==> src/rtl/keysearch_coordinator.sv <==
// keysearch_coordinator
// Launches a bank of parallel RC4 key-search cores, watches their status
// pulses, latches the first winning key/core, aborts the losers and holds
// a search result (found/fail, key, core, elapsed cycles) for readout.
module keysearch_coordinator #(
    parameter int NUM_CORES      = 4,
    parameter int CORE_IDX_WIDTH = 2,
    parameter int KEY_LENGTH     = 3,
    parameter int RAM_WIDTH      = 8,
    parameter int ABORT_CYCLES   = 2,
    parameter int CNT_WIDTH      = 32
) (
    input  logic                                        clk,
    input  logic                                        reset,
    input  logic                                        go,
    output logic [NUM_CORES-1:0]                        core_start,
    output logic                                        core_abort,
    input  logic [NUM_CORES-1:0]                        core_succeeded,
    input  logic [NUM_CORES-1:0]                        core_terminated,
    input  logic [NUM_CORES*KEY_LENGTH*RAM_WIDTH-1:0]   core_key,
    output logic [KEY_LENGTH*RAM_WIDTH-1:0]             found_key,
    output logic [CORE_IDX_WIDTH-1:0]                   found_core,
    output logic                                        busy,
    output logic                                        done,
    output logic                                        found,
    output logic [CNT_WIDTH-1:0]                        elapsed
);

    localparam int KEY_WIDTH = KEY_LENGTH * RAM_WIDTH;
    // Abort counter counts down from ABORT_CYCLES-1 to 0; at least one bit.
    localparam int ACW = (ABORT_CYCLES > 1) ? $clog2(ABORT_CYCLES) : 1;

    typedef enum logic [2:0] {
        IDLE,
        LAUNCH,
        SEARCH,
        ABORT,
        DONE_FOUND,
        DONE_FAIL
    } state_t;

    state_t                 state;
    state_t                 state_next;
    logic                   go_q;
    logic                   go_rise;
    logic                   launch;
    logic [NUM_CORES-1:0]   term_seen;
    logic [ACW-1:0]         abort_cnt;
    logic                   win_valid;
    logic [CORE_IDX_WIDTH-1:0] win_idx;
    logic [KEY_WIDTH-1:0]   win_key;
    logic                   all_term;

    // Priority pick of the lowest-index core reporting success this cycle.
    always_comb begin
        win_valid = 1'b0;
        win_idx   = '0;
        win_key   = '0;
        for (int i = NUM_CORES - 1; i >= 0; i--) begin
            if (core_succeeded[i]) begin
                win_valid = 1'b1;
                win_idx   = CORE_IDX_WIDTH'(i);
                win_key   = core_key[i*KEY_WIDTH +: KEY_WIDTH];
            end
        end
    end

    // Next-state decode; a new search may only start when not busy.
    always_comb begin
        state_next = state;
        go_rise    = go & ~go_q;
        launch     = 1'b0;
        all_term   = &(term_seen | core_terminated);
        case (state)
            IDLE, DONE_FOUND, DONE_FAIL: begin
                if (go_rise) begin
                    launch     = 1'b1;
                    state_next = LAUNCH;
                end
            end
            LAUNCH: begin
                state_next = SEARCH;
            end
            SEARCH: begin
                if (win_valid) begin
                    state_next = ABORT;
                end else if (all_term) begin
                    state_next = DONE_FAIL;
                end
            end
            ABORT: begin
                if (abort_cnt == '0) begin
                    state_next = DONE_FOUND;
                end
            end
            default: begin
                state_next = IDLE;
            end
        endcase
    end

    // State register plus the registered copy of go for edge detection.
    always_ff @(posedge clk or posedge reset) begin
        if (reset) begin
            state <= IDLE;
            go_q  <= 1'b0;
        end else begin
            state <= state_next;
            go_q  <= go;
        end
    end

    // Status outputs are registered from the next state so they line up with it.
    always_ff @(posedge clk or posedge reset) begin
        if (reset) begin
            core_start <= '0;
            core_abort <= 1'b0;
            busy       <= 1'b0;
            done       <= 1'b0;
            found      <= 1'b0;
        end else begin
            core_start <= (state_next == LAUNCH) ? '1 : '0;
            core_abort <= (state_next == ABORT);
            busy       <= (state_next == LAUNCH) || (state_next == SEARCH) ||
                          (state_next == ABORT);
            done       <= (state_next == DONE_FOUND) || (state_next == DONE_FAIL);
            found      <= (state_next == DONE_FOUND);
        end
    end

    // Search bookkeeping: elapsed time, sticky terminations and the winner latch.
    always_ff @(posedge clk or posedge reset) begin
        if (reset) begin
            elapsed    <= '0;
            term_seen  <= '0;
            found_key  <= '0;
            found_core <= '0;
        end else if (launch) begin
            elapsed    <= '0;
            term_seen  <= '0;
            found_key  <= '0;
            found_core <= '0;
        end else if (state == SEARCH) begin
            if (elapsed != '1) begin
                elapsed <= elapsed + CNT_WIDTH'(1);
            end
            term_seen <= term_seen | core_terminated;
            if (win_valid) begin
                found_key  <= win_key;
                found_core <= win_idx;
            end
        end
    end

    // Abort hold timer, loaded on the winning cycle and run down during ABORT.
    always_ff @(posedge clk or posedge reset) begin
        if (reset) begin
            abort_cnt <= '0;
        end else if ((state == SEARCH) && win_valid) begin
            abort_cnt <= ACW'(ABORT_CYCLES - 1);
        end else if ((state == ABORT) && (abort_cnt != '0)) begin
            abort_cnt <= abort_cnt - ACW'(1);
        end
    end

endmodule

==> config.mk <==
export PLATFORM = sky130hd
export DESIGN_NAME = keysearch_coordinator
export DESIGN_NICKNAME = d
export VERILOG_FILES = /design/src/rtl/keysearch_coordinator.sv
export SDC_FILE = /design/constraint.sdc
export NUM_CORES = 1
export LEC_CHECK = 0
export BUFFER_PORTS_ARGS = -buffer_cell sky130_fd_sc_hd__buf_4
export CAP_MARGIN = 5
export CORE_ASPECT_RATIO = 1.2
export CORE_UTILIZATION = 52
export CTS_BUF_LIST = sky130_fd_sc_hd__clkbuf_8 sky130_fd_sc_hd__clkbuf_16
export CTS_CLUSTER_DIAMETER = 80
export DETAILED_ROUTE_END_ITERATION = 8
export PLACE_DENSITY = 0.89
export SLEW_MARGIN = 20
export SYNTH_ARGS = -nofsm -noshare
export SYNTH_HDL_FRONTEND = slang
export SYNTH_SLANG_ARGS = --single-unit
==> constraint.sdc <==
create_clock -name clk -period 8.47 [get_ports clk]
set_clock_uncertainty 0.1 [all_clocks]
set_input_delay 2.541 -clock clk [delete_from_list [all_inputs] [get_ports clk]]
set_output_delay 2.541 -clock clk [all_outputs]
set_load 0.02 [all_outputs]
==> summary.md, run 1 <==
| Metric | Value |
|---|---|
| Fillers | 522 |
| Period Utilization, post-route | 57.49% |
| WP data required | 8.63 ns |
| Synth unique cells | 45 |
| DIE WIDTH | 82.39 um |
| Setup violators final | 0 |
| Worst skew pair latency | roughly 0.35 ns |
| DP Cell Count | 691 |
| First-pass GRT wire length | 19.22 mm |
| Largest family of logic cells by synthesized area | simple AND/OR/NAND/NOR gates |
| Worst Path Buf+Inv | 2 |
| Run status | complete, no violations |
| Sequential share of power | 37.5% |
| Total power draw | 1370 uW |
| CTS Hold Bufs | 0 |
| Final Hold Viols | 0 |
| Mux contribution to synthesized area | about 1.4% |
| Initial antenna violation count | 0 |
| Worst-Margin Slew | 1.067 ns |
| CP top delay family | compound AO/OA/AOI/OAI gates |
| Hold Path Class | reg -> reg |
| Routability Congestion | 0.8464 |
| GR Layer Usage met3 | 6.667% |
| Max Buffers Root-to-Sink | 2 |
| Leak Pwr | 0.002545 uW |
| Routed Antenna Nets | 0 |
| Main synth FF type | dfrtp_1 |
| Max cap viols | 0 |
| Synthesized cell area | roughly 4000 sq um |
| Clock root buffer | clkbuf_8 |
| DR WL/cell | 17.18 um |
| Non-filler cells, final | between 700 and 800 |
| Crit start category | primary input |
| Critical Path AT | between 5 and 6 ns |
| Max incr delay on CP | 0.94 ns |
| Initial core utilization | a little over half |
| CP max FO | 33 |
| Htree depth | 3 |
| Vias per inst | 6.079 |
| Share of post-route cells with drive strength above 1 | 32.58% |
| Count of standard-cell rows | 34 |
| Post-CTS Resized | 0 |
| Vias after detailed routing | 4298 |
| Busiest grt layer | met2 |
| Complex-gate fraction of the synthesized area | around 23% |
| Syn nets | 572 |
| Fraction of the mapped netlist area in adder cells | 0.3103% |
| Global-route track usage on met1 | 34.45% |
| Largest net degree at the start of global routing | 73 |
| Crit end category | flop |
| Crit Path Category | in -> reg |
| Synth Register Bits | 72 |
| Critical-path top delay cell | a21oi_2 |
| Min cycle time layout | 4.869 ns |
| Met2 usage | 55.88% |
| CTS clock-pin slew for the worst setup and hold paths | 0.08 ns |
| Post-synthesis sequential area ratio | ~45% |
| CTS tree | yes |
| Net switching power | a little over 500 uW |
| Post-synth ARST share | 100.0% |
| Slew Limit Headroom | 28.54% |
| CTS Buf Count | 9 |
| PwrDens | 248.3 nW/um^2 |
| Tot GR Track Use | about a third |
| Pre-antenna DRT Iters | 5 |
| Total gr overflow | 0 |
| Critical Path, Cell by Cell | buf_4 -> nand2b_1 -> or3_1 -> inv_1 -> a21oi_2 -> nand2_1 -> o21ai_0 |
| Post-Syn Instances | 464 |
| Hold Crit Depth | 2 |
| XOR/XNOR Fraction of Synth Area | 0% |
| YS warnings | 0 |
| N_diodes | 0 |
| Max-slew violations | 0 |
| Fmax | roughly 210 MHz |
| EDFF count, synth | 0 |
| Die Span Y | ~100 um |
| Mean post-synth cell area | 8.691 sq um |
| # DRC | 0 |
| Postcts setup bufs | 0 |
| Int Power | about 850 uW |
| RSZ-0062 raised after global routing | false |
| Setup TNS | 0 ns |
| Share of power burned in the clock network | a little under a quarter |
| Number of global-route vias before repair | 4230 |
| Crit. path cell count | 7 |
| Final net count | 720 |
| Ports | 173 |
| CTS sink count | 72 |
| Core area | 7360 sq um |
| Worst VDD drop | 0.1672 mV |
| R2R depth | 6 |
| Sw Ratio | 37.82% |
| First DRT Iteration DRCs | 226 |
| Post-DP HPWL | 8.918 mm |
| Final WL | 12.14 mm |
| Finished Core Util | 74.96% |
| Post-Synth Simple-Gate Area | around 25% |
| Area delta synth->final | 36.80% |
| Die ar. | about 8100 sq um |
| IO Port Bufs | around 170 |
| Combinational Power Share | 38.5% |
==> cells in the final DEF (no fill, tap or decap), drive strengths merged, types with 4 or more instances in the layout <==
master	netlist	layout
nand2	50	50
nand3	7	7
nor2b	26	26
nor3	29	29
or3	11	11
o21a	4	4
dfrtp	72	72
buf	15	173
or4	15	15
nor2	19	19
inv	10	11
o31ai	14	14
clkbuf	21	10
nand4	15	15
and3	6	6
a221oi	24	24
o21ai	38	38
a21oi	58	58
==> state kept, by name, indices dropped and copies added (netlist names), 2 cells and up <==
signal and cells:
elapsed 32, state 3, term_seen 4, found_core 2, found_key 24
==> cell families (layout without fill, tap and decap cells) <==
kind of cell | count (synthesis) | in the layout
adder cells (fa/ha/maj) | 1 | 1
AND/OR/NAND/NOR | 190 | 190
buffers and inverters | 46 | 199
flip-flops | 72 | 72
AO/OA/AOI/OAI | 150 | 150
multiplexers | 5 | 5
==> layer usage <==
layer	up-vias	wire length (um)
li1	2028	-
met1	2050	4513
met2	195	6544
met3	25	742
met4	0	343
met5	-	0
==> Yosys cell counts (3+ instances only) <==
cell      number  area [sq um]
and3_1         6         37.54
or3_1         11         68.82
a21oi_1       57         285.3
clkbuf_1      21         78.83
a221oi_1      24         210.2
nor2b_1       26         162.7
buf_1          3         11.26
or4_1         15         112.6
buf_2          5         25.02
buf_4          4         30.03
nor2_1        19         71.32
o22ai_1        3         18.77
o21a_1         4         30.03
o21ai_0       38         190.2
nand3_1        7         35.03
nand2b_1       3         18.77
nand2_1       49         183.9
nor3_1        29         145.1
o31ai_1       14         105.1
and2_1         3         18.77
nand4_1       15         93.84
mux2i_1        3         30.03
dfrtp_1       72          1802
inv_1         10         37.54
buf_6          3         33.78
==> worst min-delay path: stages (launching register included) <==
cell	delay (ns)
dfrtp_1	0.35
nand2_1	0.05
o21ai_0	0.06
==> final timing paths <==
kind,start,endpoint,slack (ns)
worst max register to register,state[0],found_key[22],5.47
max in group asynchronous,reset,busy,5.31
worst min-delay path,found_key[19],found_key[19],0.38
worst min register to register,found_key[19],found_key[19],0.38
min in group asynchronous,reset,elapsed[4],2.36
worst max-delay path,go,found_key[22],3.60
==> area by class of cell <==
type,instances,area [sq um],share of cell area [%]
clock buffer,10,137.6,2.495
tap,90,112.6,2.041
multi-input combinational,346,2021,36.63
clock inverter,6,107.6,1.951
timing repair buffer,173,1299,23.54
sequential,72,1802,32.66
inverter,10,37.54,0.6804
==> stage by stage <==
stage               hold WS (ns)  cell area (sq um)  worst slack [ns]
finish                    0.3842               5517             3.601
global placement          0.3649               5271             3.373
global route              0.4178               5517             3.288
CTS                       0.3896               5517             3.575
floorplan                 0.3633               4033             4.004
detailed placement        0.3717               5271             3.214
==> power by group through the flow <==
stage / registers (uW) / clock network (uW) / logic [uW]
2_1_floorplan: 581 / 0 / 243
3_3_place_gp: 511 / 0 / 511
3_5_place_dp: 516 / 0 / 531
4_1_cts: 511 / 332 / 531
5_1_grt: 522 / 348 / 578
6_report: 513 / 329 / 527
(Power assumes the default switching activity.)
==> run 2: changes to the inputs <==
- CORE_UTILIZATION: 52 -> 44
- PLACE_DENSITY: 0.89 -> 0.81
- clock period: 8.47 -> 4.05 ns (I/O delays scaled with it)
==> run 2 against run 1 <==
  * Cell count grew 4.4%
  * Largest power group unchanged
  * Critical path depth down 1
  * First-iteration DRC count down 9.3%
  * Wire length is 0.73% higher
  * Core utilization shrank 11 points
  * Critical endpoint is now elapsed[10]
  * Die area increased by 18%
  * Worst setup slack worse by 2.5 ns
  * Highest routed layer is now met5
==> summary.md, run 2 (synthesized netlist as in run 1, its figures left out) <==
| Metric | Value |
|---|---|
| Worst r2r src | state[1] |
| Ports | 173 |
| Post-DP HPWL | 9.112 mm |
| CTS Buf Count | 9 |
| Initial core utilization | a little under half |
| Number of global-route vias before repair | 4019 |
| Run status | complete, no violations |
| CTS sink count | 72 |
| Routability Congestion | 0.8285 |
| Pre-antenna DRT Iters | 5 |
| Min cycle time layout | 2.914 ns |
| Crit Path Category | in -> reg |
| Htree depth | 3 |
| Area delta synth->final | 38.04% |
| Setup TNS | 0 ns |
| Placed Area | ~5300 sq um |
| DR WL/cell | 16.57 um |
| Worst-Margin Slew | 0.8717 ns |
| Share of post-route cells with drive strength above 1 | about a third |
| Worst hold start | found_key[8] |
| Max Buffers Root-to-Sink | 2 |
| Most common cell after layout, fill and taps aside | buf_4 |
| CTS tree | yes |
| Total gr overflow | 0 |
| Initial antenna violation count | 1 |
| Leak Pwr | roughly 0.0026 uW |
| Critical-path top delay cell | or3_1 |
| First-pass GRT wire length | 19.61 mm |
| Final net count | slightly above 700 |
| IO Port Bufs | 172 |
| Worst VDD drop | 0.2559 mV |
| Fin area | 5567 sq um |
| CTS Hold Bufs | 0 |
| Final WL | 12.23 mm |
| Core area | 8750 sq um |
| R2R depth | 4 |
| Crit. path cell count | 6 |
| Tot GR Track Use | 26.63% |
| Slew Limit Headroom | 41.44% |
| CP max FO | between 40 and 50 |
| Critical Path, Cell by Cell | buf_4 -> nand2b_1 -> or3_1 -> and4_4 -> or4_1 -> a21oi_1 |
| Clock root buffer | clkbuf_8 |
| Worst skew pair latency | 0.34 ns |
| CP top delay family | simple AND/OR/NAND/NOR gates |
| Die Span Y | between 100 and 150 um |
| Critical Path AT | 3.08 ns |
| Hold Slack | 0.3855 ns |
| CTS clock-pin slew for the worst setup and hold paths | 0.08 ns |
| Postcts setup bufs | 0 |
| Max reg flops | 32 |
| N_diodes | 0 |
| Setup violators final | 0 |
| Most frequent cells in the layout | buf_4 (176), dfrtp_1 (72), a21oi_1 (56) |
| CP endpoint | elapsed[10] |
| Final Hold Viols | 0 |
| Largest net degree at the start of global routing | 52 |
| Reg2Reg Setup Slack | 1.49 ns |
| Post-CTS Resized | 0 |
| Crit path launch | go |
| Crit end category | flop |
| DP Cell Count | approximately 720 |
| Max cap viols | 0 |
| Non-filler cells, final | 738 |
| Hold Path Class | reg -> reg |
| Die ar. | 9553 sq um |
| DIE WIDTH | 89.39 um |
| Vias after detailed routing | between 4000 and 5000 |
| Max incr delay on CP | 0.59 ns |
| Vias per inst | between 5 and 6 |
| PwrDens | 507.4 nW/um^2 |
| Fmax | 343.2 MHz |
| First DRT Iteration DRCs | 205 |
| Count of standard-cell rows | 37 |
| Worst Path Buf+Inv | 1 |
| WP data required | roughly 4.2 ns |
| # DRC | 0 |
| Biggest register | elapsed |
| R2r endpoint | found_core[0] |
| Period Utilization, post-route | 71.95% |
| Top flop regs | elapsed (32), found_key (24), term_seen (4) |
| Max-slew violations | 0 |
| Routed Antenna Nets | 0 |
| RSZ-0062 raised after global routing | false |
| Crit start category | primary input |
==> run 2: report_power, final <==
group,internal (uW),total [uW],switching (uW)
clock,348,623,276
combinational,463,1130,662
sequential,913,1080,162
total,1720,2820,1100
==> run 2: worst register-to-register path, stage by stage, from the launching register on <==
cell	delay, ns
dfrtp_1	0.41
inv_1	0.14
nor3_1	0.69
nand2_1	0.71
o31ai_1	0.41
==> run 2: worst min path at each step <==
stage	slack [ns]	end	cells past startpoint
after detailed placement	0.37	found_key[8]	2
after CTS	0.39	found_key[8]	2
after global routing	0.40	found_key[18]	2
after global placement	0.37	found_key[1]	2
final	0.39	found_key[8]	2
after floorplan	0.36	term_seen[1]	2
==> run 2: stage by stage <==
stage	setup WS, ns	util (%)	total power (uW)
floorplan	0.9101	-	1722
global placement	0.8602	61.12	2174
detailed placement	0.8131	61.12	2216
CTS	1.167	63.62	2840
global route	0.9958	63.62	3004
finish	1.136	63.62	2824
==> run 2: area by class of cell <==
cell class / instances / area (sq um)
clock buffers: 9 / 123.9
clock inverters: 7 / 95.09
fillers: 743 / 3183
inverters: 10 / 37.54
multi-input cells: 346 / 2021
flip-flops and latches: 72 / 1802
well taps: 117 / 146.4
repair buffers: 177 / 1341
==> run 2: per-layer routing <==
layer / vias up / global-route usage [%] / share of wire, %
li1: 2021 / - / -
met1: 2007 / 32.39 / 37
met2: 224 / 43.78 / 49
met3: 28 / 7.698 / 11
met4: 2 / 10.66 / 2.8
met5: - / 0 / 0.11
==> run 3: changes to the inputs <==
- ABC_AREA: unset -> 1
- CORE_UTILIZATION: 44 -> 45
- PLACE_DENSITY: 0.81 -> 0.8
- clock period: 4.05 -> 2.44 ns (I/O delays scaled with it)
==> run 3 against run 2 <==
  * Clock-buffer cell count is 1 higher
  * Sequential cell count stayed put
  * Critical path depth is 3 higher
  * Via count is 18% higher
  * Core utilization is 0.44 points higher
  * Critical endpoint is now elapsed[22]
  * Worst setup slack worse by 0.76 ns
==> summary.md, run 3 <==
| Metric | Value |
|---|---|
| GR Layer Usage met3 | 5.874% |
| Synth unique cells | 31 |
| Met2 usage | 46.42% |
| CTS clock-pin slew for the worst setup and hold paths | 0.06 ns |
| First-pass GRT wire length | 22.27 mm |
| RSZ-0062 raised after global routing | false |
| First DRT Iteration DRCs | between 150 and 200 |
| Top flop regs | elapsed (32), found_key (24), term_seen (4) |
| Main synth FF type | dfrtp_1 |
| Net switching power | 2215 uW |
| Sequential share of power | between 30 and 40% |
| Yosys top cell by area | dfrtp_1 |
| Vias per inst | 5.250 |
| Max-slew violations | 0 |
| Post-DP HPWL | roughly 11 mm |
| YS warnings | 0 |
| Sw Ratio | 41.36% |
| Biggest register | elapsed |
| Initial antenna violation count | 0 |
| PwrDens | 869.6 nW/um^2 |
| Hold Path Class | in -> async |
| Max cap viols | 0 |
| Share of post-route cells with drive strength above 1 | 26.20% |
| Fmax | a little under 500 MHz |
| Syn nets | slightly below 800 |
| DIE WIDTH | 93.28 um |
| CTS Hold Bufs | 0 |
| Count of standard-cell rows | 39 |
| Die ar. | 10400 sq um |
| Core area | 9613 sq um |
| Total gr overflow | 0 |
| Postcts setup bufs | 0 |
| Worst skew pair latency | ~0.33 ns |
| Commonest cells in the netlist | nand2_1 (215), nor2_1 (90), dfrtp_1 (72), o21ai_0 (68) |
| Synthesized cell area | 4499 sq um |
| Clock root buffer | clkbuf_16 |
| Most common cell after layout, fill and taps aside | nand2_1 |
| Combinational Power Share | 43.9% |
| Leak Pwr | 0.003003 uW |
| Critical Path AT | 2.18 ns |
| Int Power | 3141 uW |
| Number of global-route vias before repair | 4880 |
| N_diodes | 0 |
| Post-synth ARST share | 100.0% |
| Area share of the largest cell type after synthesis | 40.04% |
| WP data required | ~2.6 ns |
| CTS tree | yes |
| Global-route track usage on met1 | between 30% and 40% |
| Most frequent cells in the layout | nand2_1 (215), buf_4 (182), nor2_1 (90) |
| CTS Buf Count | 9 |
| Vias after detailed routing | 5035 |
| Synth Register Bits | 72 |
| Total power draw | 5355 uW |
| Setup TNS | 0 ns |
| Post-Syn Instances | 669 |
| Routed Antenna Nets | 0 |
| EDFF count, synth | 0 |
| CP max FO | 24 |
| Min cycle time layout | 2.068 ns |
| Post-synthesis sequential area ratio | 40.04% |
| # DRC | 0 |
| CTS sink count | 72 |
| Busiest grt layer | met2 |
| Final Hold Viols | 0 |
| DR WL/cell | around 14 um |
| IO Port Bufs | 172 |
| Pre-antenna DRT Iters | 5 |
| Ranking of synthesized cells by area | dfrtp_1 (40%), nand2_1 (18%), o21ai_0 (7.6%), nor2_1 (7.5%), a21oi_1 (5.1%) |
| Worst-Margin Slew | 0.4848 ns |
| Routability Congestion | between 0.9 and 1 |
| Slew Limit Headroom | 67.62% |
| Largest net degree at the start of global routing | 54 |
| Setup violators final | 0 |
| Crit Path Category | reg -> reg |
| Mean post-synth cell area | slightly below 7 sq um |
| Htree depth | 3 |
| Period Utilization, post-route | 84.76% |
| Post-CTS Resized | 0 |
| Crit end category | flop |
| Tot GR Track Use | a little over a quarter |
| Share of power burned in the clock network | ~23% |
| Die Span Y | between 100 and 150 um |
| Final WL | about 14 mm |
| Final net count | 940 |
| Top-count cell post-synth | nand2_1 |
| Area delta synth->final | 36.87% |
| Worst VDD drop | 0.4140 mV |
| Max reg flops | 32 |
| Initial core utilization | 46.80% |
| Run status | complete, no violations |
| Max Buffers Root-to-Sink | 2 |
| Ports | about 170 |
| Crit start category | flop |
==> run 3: path summary, 6_finish.rpt <==
check                                endpoint  slack [ns]  depth (start not counted)           from
worst max-delay path              elapsed[22]        0.37                          9     elapsed[0]
min in group clk                found_key[20]        0.38                          2  found_key[20]
worst min register to register  found_key[20]        0.38                          2  found_key[20]
max in group asynchronous        found_key[9]        1.30                          3          reset
worst min-delay path               elapsed[2]        0.32                          2          reset
worst max register to register    elapsed[22]        0.37                          9     elapsed[0]
==> run 3: per-layer routing <==
metal / vias to the layer above / wire [um] / part of all wire [%]
li1: 2469 / - / -
met1: 2268 / 5271 / 38
met2: 246 / 6728 / 49
met3: 52 / 1095 / 8.0
met4: 0 / 598 / 4.4
met5: - / 0 / 0
==> run 3: final cells by class <==
type	count	area [sq um]
Multi-Input combinational cell	513	2341
Timing Repair Buffer	183	1386
Sequential cell	72	1802
Clock inverter	5	33.78
Inverter	53	202.7
Clock buffer	10	239.0
Fill cell	847	3455
Tap cell	123	153.9
==> run 3: through the flow <==
stage                     hold WS, ns  setup slack [ns]  utilization, %  instance area, sq um  std cells
after CTS                      0.3298            0.3912           64.06                  6158        959
after global placement         0.3707            0.3356           61.23                  5886        944
after detailed placement       0.3761            0.2956           61.23                  5886        944
final                          0.3244            0.3719           64.06                  6158        959
after global routing           0.3602            0.2372           64.06                  6158        959
after floorplan                0.3778            0.5209               -                  4503        669
==> run 3: logic make-up after synthesis <==
family | after synthesis | share of synthesized area, %
AO/OA/AOI/OAI | 138 | 15.74
flip-flops | 72 | 40.04
adder cells (fa/ha/maj) | 1 | 0.2780
buffers and inverters | 84 | 7.926
XOR/XNOR | 14 | 2.725
AND/OR/NAND/NOR | 360 | 33.29
==> run 3: power by group through the flow <==
stage | Clock (uW) | Combinational, uW | Sequential (uW)
after floorplan | 0 | 1190 | 2090
after global placement | 0 | 2290 | 1810
after detailed placement | 0 | 2350 | 1810
after CTS | 1230 | 2360 | 1800
after global routing | 1270 | 2570 | 1830
final | 1200 | 2350 | 1800
==> run 3: worst max-delay path, cell delays in order, from the launching register on <==
cell and delay [ns]:
dfrtp_1 0.48, ha_1 0.25, inv_2 0.07, nor2_4 0.15, nand2_4 0.10, nor2_8 0.15
nand3_4 0.08, nand2_4 0.21, buf_4 0.24, o21ai_0 0.11
